File: config.mk
export PLATFORM = sky130hd
export DESIGN_NAME = victim_cache_fa
export DESIGN_NICKNAME = d
export VERILOG_FILES = /design/src/rtl/victim_cache_fa.sv
export SDC_FILE = /design/constraint.sdc
export NUM_CORES = 2
export LEC_CHECK = 0
export CORE_ASPECT_RATIO = 0.6
export CORE_MARGIN = 4
export CORE_UTILIZATION = 44
export DETAILED_ROUTE_END_ITERATION = 7
export GPL_TIMING_DRIVEN = 1
export PLACE_DENSITY = 0.6
export SETUP_SLACK_MARGIN = 0.3
export SLEW_MARGIN = 20
export SYNTH_ARGS = -nofsm -noshare
export SYNTH_HDL_FRONTEND = slang
export SYNTH_SLANG_ARGS = --single-unit
File: constraint.sdc
create_clock -name CLK -period 103.8 [get_ports CLK]
set_input_delay 20.76 -clock CLK [delete_from_list [all_inputs] [get_ports CLK]]
set_output_delay 20.76 -clock CLK [all_outputs]
set_load 0.01 [all_outputs]
File: src/rtl/victim_cache_fa.sv
// Fully-associative victim cache behind a direct-mapped L1: absorbs evicted lines and
// answers L1 miss lookups one cycle after the lookup is sampled.
module victim_cache_fa #(
    parameter int DEPTH = 8,
    parameter int PTR_W = 3,
    parameter int CNT_W = 16
) (
    input  logic             CLK,
    input  logic             RST,
    input  logic             lookupValid,
    input  logic [31:0]      lookupAddr,
    input  logic             evictValid,
    input  logic [26:0]      evictTag,
    input  logic [255:0]     evictData,
    output logic [255:0]     memDataFromVictim,
    output logic             victimHit,
    output logic             victimMiss,
    output logic [PTR_W:0]   occupancy,
    output logic [CNT_W-1:0] hitCount,
    output logic [CNT_W-1:0] missCount
);

    logic [DEPTH-1:0] r_valid;
    logic [26:0]      r_tag  [DEPTH];
    logic [255:0]     r_data [DEPTH];
    logic [PTR_W-1:0] r_rp;
    logic [PTR_W:0]   r_occ;
    logic             r_pend_vld;
    logic             r_pend_hit;
    logic [255:0]     r_pend_data;
    logic             r_hit;
    logic             r_miss;
    logic [255:0]     r_rdata;
    logic [CNT_W-1:0] r_hit_cnt;
    logic [CNT_W-1:0] r_miss_cnt;

    logic [26:0]      w_lk_tag;
    logic             w_fwd;
    logic             w_hit_any;
    logic             w_em_any;
    logic             w_free_any;
    logic             w_lk_hit;
    logic             w_do_ins;
    logic             w_adv_rp;
    logic [PTR_W-1:0] w_hit_idx;
    logic [PTR_W-1:0] w_em_idx;
    logic [PTR_W-1:0] w_free_idx;
    logic [PTR_W-1:0] w_ins_idx;
    logic [DEPTH-1:0] w_valid_nxt;
    logic [PTR_W:0]   w_occ_nxt;
    logic [255:0]     w_hit_data;

    always_comb begin
        w_lk_tag   = lookupAddr[31:5];
        w_fwd      = lookupValid && evictValid && (evictTag == w_lk_tag);
        w_hit_any  = 1'b0;
        w_hit_idx  = '0;
        w_em_any   = 1'b0;
        w_em_idx   = '0;
        w_free_any = 1'b0;
        w_free_idx = '0;
        // Descending scan so the lowest matching index is the one left standing.
        for (int i = DEPTH - 1; i >= 0; i--) begin
            if (r_valid[i] && (r_tag[i] == w_lk_tag)) begin
                w_hit_any = 1'b1;
                w_hit_idx = PTR_W'(i);
            end
            if (r_valid[i] && (r_tag[i] == evictTag)) begin
                w_em_any = 1'b1;
                w_em_idx = PTR_W'(i);
            end
            if (!r_valid[i]) begin
                w_free_any = 1'b1;
                w_free_idx = PTR_W'(i);
            end
        end

        w_lk_hit  = lookupValid && (w_fwd || w_hit_any);
        w_do_ins  = evictValid && !w_fwd;
        w_ins_idx = r_rp;
        w_adv_rp  = 1'b0;
        if (w_em_any) begin
            w_ins_idx = w_em_idx;
        end else if (lookupValid && w_hit_any) begin
            w_ins_idx = w_hit_idx;
        end else if (w_free_any) begin
            w_ins_idx = w_free_idx;
        end else begin
            w_adv_rp = w_do_ins;
        end

        // A forwarded lookup still kills any stale copy of the same tag.
        w_valid_nxt = r_valid;
        if (lookupValid && w_hit_any) w_valid_nxt[w_hit_idx] = 1'b0;
        if (w_do_ins) w_valid_nxt[w_ins_idx] = 1'b1;

        w_occ_nxt = '0;
        for (int i = 0; i < DEPTH; i++) begin
            w_occ_nxt = w_occ_nxt + {{PTR_W{1'b0}}, w_valid_nxt[i]};
        end

        w_hit_data = w_fwd ? evictData : r_data[w_hit_idx];
    end

    always_ff @(posedge CLK) begin
        if (RST) begin
            r_valid     <= '0;
            r_rp        <= '0;
            r_occ       <= '0;
            r_pend_vld  <= 1'b0;
            r_pend_hit  <= 1'b0;
            r_pend_data <= '0;
            r_hit       <= 1'b0;
            r_miss      <= 1'b0;
            r_rdata     <= '0;
            r_hit_cnt   <= '0;
            r_miss_cnt  <= '0;
        end else begin
            r_valid     <= w_valid_nxt;
            r_occ       <= w_occ_nxt;
            if (w_adv_rp) r_rp <= r_rp + PTR_W'(1);
            r_pend_vld  <= lookupValid;
            r_pend_hit  <= w_lk_hit;
            r_pend_data <= w_lk_hit ? w_hit_data : '0;
            r_hit       <= r_pend_vld && r_pend_hit;
            r_miss      <= r_pend_vld && !r_pend_hit;
            r_rdata     <= r_pend_data;
            if (r_pend_vld && r_pend_hit && !(&r_hit_cnt)) r_hit_cnt <= r_hit_cnt + CNT_W'(1);
            if (r_pend_vld && !r_pend_hit && !(&r_miss_cnt)) r_miss_cnt <= r_miss_cnt + CNT_W'(1);
        end
    end

    // Line storage carries no reset; the valid bits alone qualify it.
    always_ff @(posedge CLK) begin
        if (w_do_ins) begin
            r_tag[w_ins_idx]  <= evictTag;
            r_data[w_ins_idx] <= evictData;
        end
    end

    assign memDataFromVictim = r_rdata;
    assign victimHit         = r_hit;
    assign victimMiss        = r_miss;
    assign occupancy         = r_occ;
    assign hitCount          = r_hit_cnt;
    assign missCount         = r_miss_cnt;

endmodule
==> results.cfg <==
[cts]
cts_buffer_depth = 4
ctsHoldBuffers = 0
cts_buffers = 266
insertion_delay_ps = 820
clkTransAtPathRegs_ps = 60
cts_root_buffer = clkbuf_16
cts_max_level = 5
cts_resized = 0
cts_tree = done
clkSinkCount = 2827
cts_setup_buffers = 0

[synth]
synth_area_mm2 = 0.1021
synth_ff_type = edfxtp_1
synth_edf_count = 2264
synth_nets = 7045
yosys.area.top_type = edfxtp_1
ys_ff_latch = 2827
synth_top_area_frac = 0.6658
synthArstFlopShare = 0
ys_types = 55
yosysSeqAreaShare = 0.7762
ys_top_cells_by_area = edfxtp_1 (67%), dfxtp_1 (11%), a222oi_1 (5.0%)
yosys-top-cells-count = edfxtp_1 (2264), nand2_1 (1061), dfxtp_1 (563), a21oi_1 (520), a222oi_1 (512)
yosysMostFrequentCell = edfxtp_1
syn_inst = 6716
yosysWarningCount = 0
avgSynthCellArea_um2 = 15.20

[sta]
worst_pin_slew_ps = 1168
setup_ws_ps = 75710
period_share = 0.2707
rsz0062_at_grt = no
hold_viol = 0
clock_skew_ps = 62.78
clock.fmax_mhz = 35.59
max_slew_margin = 0.2191
min_period_ps = 28090
slew_violations = 0
tns_ps = 0
setup_viol = 0

[detailed_routing]
drc = 14
first_pass_iters = 8
wl_met2_um = 129100
drt_iter0_markers = 7933
met3_length_um = 21980
routed_wl_um = 276100
avgViaCountPerCell = 5.666
routedWlPerCell_um = 25.95
vias = 60300
postRouteAntennaNets = 0
wl_met1_um = 118600
highest_layer = met5

[grt]
grt_pass1_vias = 59570
grt_pass1_wl_um = 403800
grt_overflow = 0
grtUsageTotal = 0.2221
grt_max_degree = 165
antenna_found_initial = 33

[outcome]
run_status = finished with violations
violations = design-rule violations

[finish]
postLayoutCellArea_mm2 = 0.1202
layout-drive-gt1-share = 0.07280
fin_cells = 10640
areaGrowthSynthToFinish_pct = 17.75
fin_nets = 7631
nFillCells = 18740

[placement]
placed_cells = 10140
dp.final_hpwl_um = 144700
place_ws_ps = 74970
port_buffers = 607
dpl-instance-area_mm2 = 0.1116
routabilityCongestion = 0.8571

[min_path]
hold_path_class = reg2reg

[pwr]
p_total_w = 0.002294
p_leak_nw = 40.08
ir_drop_uv = 11.37
p_int_w = 0.001818
p_per_area_mw_per_mm2 = 19.08
pwr-share-seq = 0.545
power.switching_w = 0.0004762
pwr-share-comb = 0.036
pwr-share-clk = 0.418
p_sw_frac = 0.2076

[floorplan]
ios = 613
initial_core_util = 0.4442
core_mm2 = 0.2299
dieArea_mm2 = 0.2401
die_h_um = 381.1
rows = 136
die_w_um = 629.9

[critical_path]
critPathLaunchType = primary input
timing_worst_setup_path_type = in2reg
crit_required_ps = 104230
end_kind = flop
cp.arrival_ps = 28530
worst-path-max-fanout = 90

[flow_run]
maxCapViolations = 0
## cell families (layout without fill, tap and decap cells)
family,count (synthesis),in the layout,synth area share
muxes,1,1,0.00009803
DFF,2827,2827,0.7762
and+or+nand+nor,1604,1604,0.07116
buffers and inverters,449,1247,0.01754
other,0,23,0
xor gates and xnor gates,489,489,0.04194
AOI/OAI and AO/OA,1336,1336,0.09154
adders and majority gates,10,10,0.001519
## sequential cells by signal, indices dropped and copies added, names as in the netlist, 3 cells and up
signal and flops:
missCount 16, occupancy 4, r_rp 3, hitCount 16, r_pend_data 256, memDataFromVictim 256, r_data 2048, r_valid 8
r_tag 216
## power groups by stage
stage | combinational (W) | clock, W | sequential (W)
floorplan | 0.0000374 | 0 | 0.00128
global placement | 0.0000819 | 0 | 0.00128
detailed placement | 0.0000834 | 0 | 0.00128
CTS | 0.0000839 | 0.000980 | 0.00125
global route | 0.0000908 | 0.00103 | 0.00125
finish | 0.0000835 | 0.000959 | 0.00125
## area by class of cell
cell class,count,area (um^2),area share
flip-flops and latches,2827,79260,0.6592
multi-input cells,3440,21150,0.1759
clock buffers,398,7765,0.06458
repair buffers,747,7239,0.06021
well taps,3105,3885,0.03231
clock inverters,82,789.5,0.006566
inverters,20,90.09,0.0007493
diodes,23,57.56,0.0004787
## cell usage in the layout (no fill, tap or decap), types with 4 or more instances in the layout
master | Yosys | layout
nor2_4 | 0 | 6
diode_2 | 0 | 23
clkinv_2 | 0 | 33
clkbuf_1 | 359 | 82
clkbuf_8 | 0 | 40
clkinv_1 | 0 | 16
o21a_1 | 6 | 6
nor4_1 | 68 | 67
o21ai_1 | 246 | 245
and3_1 | 5 | 5
nand4_1 | 104 | 104
bufinv_16 | 0 | 9
xor2_1 | 212 | 212
ha_1 | 6 | 6
fa_1 | 4 | 4
xnor2_1 | 277 | 277
clkdlybuf4s50_1 | 0 | 605
o22ai_1 | 4 | 4
nor2b_1 | 261 | 261
a21oi_1 | 520 | 520
clkbuf_16 | 0 | 276
nor2_1 | 52 | 46
or3_1 | 5 | 5
nor3_1 | 8 | 8
dfxtp_1 | 563 | 563
nand3_1 | 14 | 14
inv_6 | 0 | 10
nor4b_1 | 4 | 4
o21ai_0 | 27 | 27
edfxtp_1 | 2264 | 2264
buf_12 | 0 | 9
buf_4 | 5 | 130
nand2_1 | 1061 | 1061
a222oi_1 | 512 | 512
and2_1 | 6 | 5
inv_1 | 18 | 16
clkinv_8 | 0 | 7
## critical path, stage by stage
cell	delay, ps
clkdlybuf4s50_1	1010
xnor2_1	400
nand4_1	120
nor3_1	700
a211oi_2	150
o211ai_1	230
a31o_4	820
or2_4	290
a31o_1	520
nand4_1	410
inv_8	760
buf_4	730
buf_4	640
buf_4	780
## through the flow
step	hold WS, ps	util
final	422.7	0.5230
after detailed placement	420.4	0.4855
after global placement	416.6	0.4855
after CTS	430.6	0.5227
after global routing	448.5	0.5229
after floorplan	413.8	-
## layer usage
layer,vias to the layer above,track usage
li1,26840,-
met1,30440,0.3179
met2,2611,0.3527
met3,396,0.03862
met4,16,0.05782
met5,-,0
## worst paths after layout
kind | cells past startpoint | endpoint | slack, ps | start
setup / recovery | 14 | r_data[6][36] | 75710 | lookupAddr[28]
hold / removal | 1 | memDataFromVictim[77] | 420 | r_pend_data[77]
hold reg to reg | 1 | memDataFromVictim[77] | 420 | r_pend_data[77]
setup reg to reg | 13 | r_data[6][36] | 96460 | r_tag[4][5]
Power figures use the tool's default switching activity.
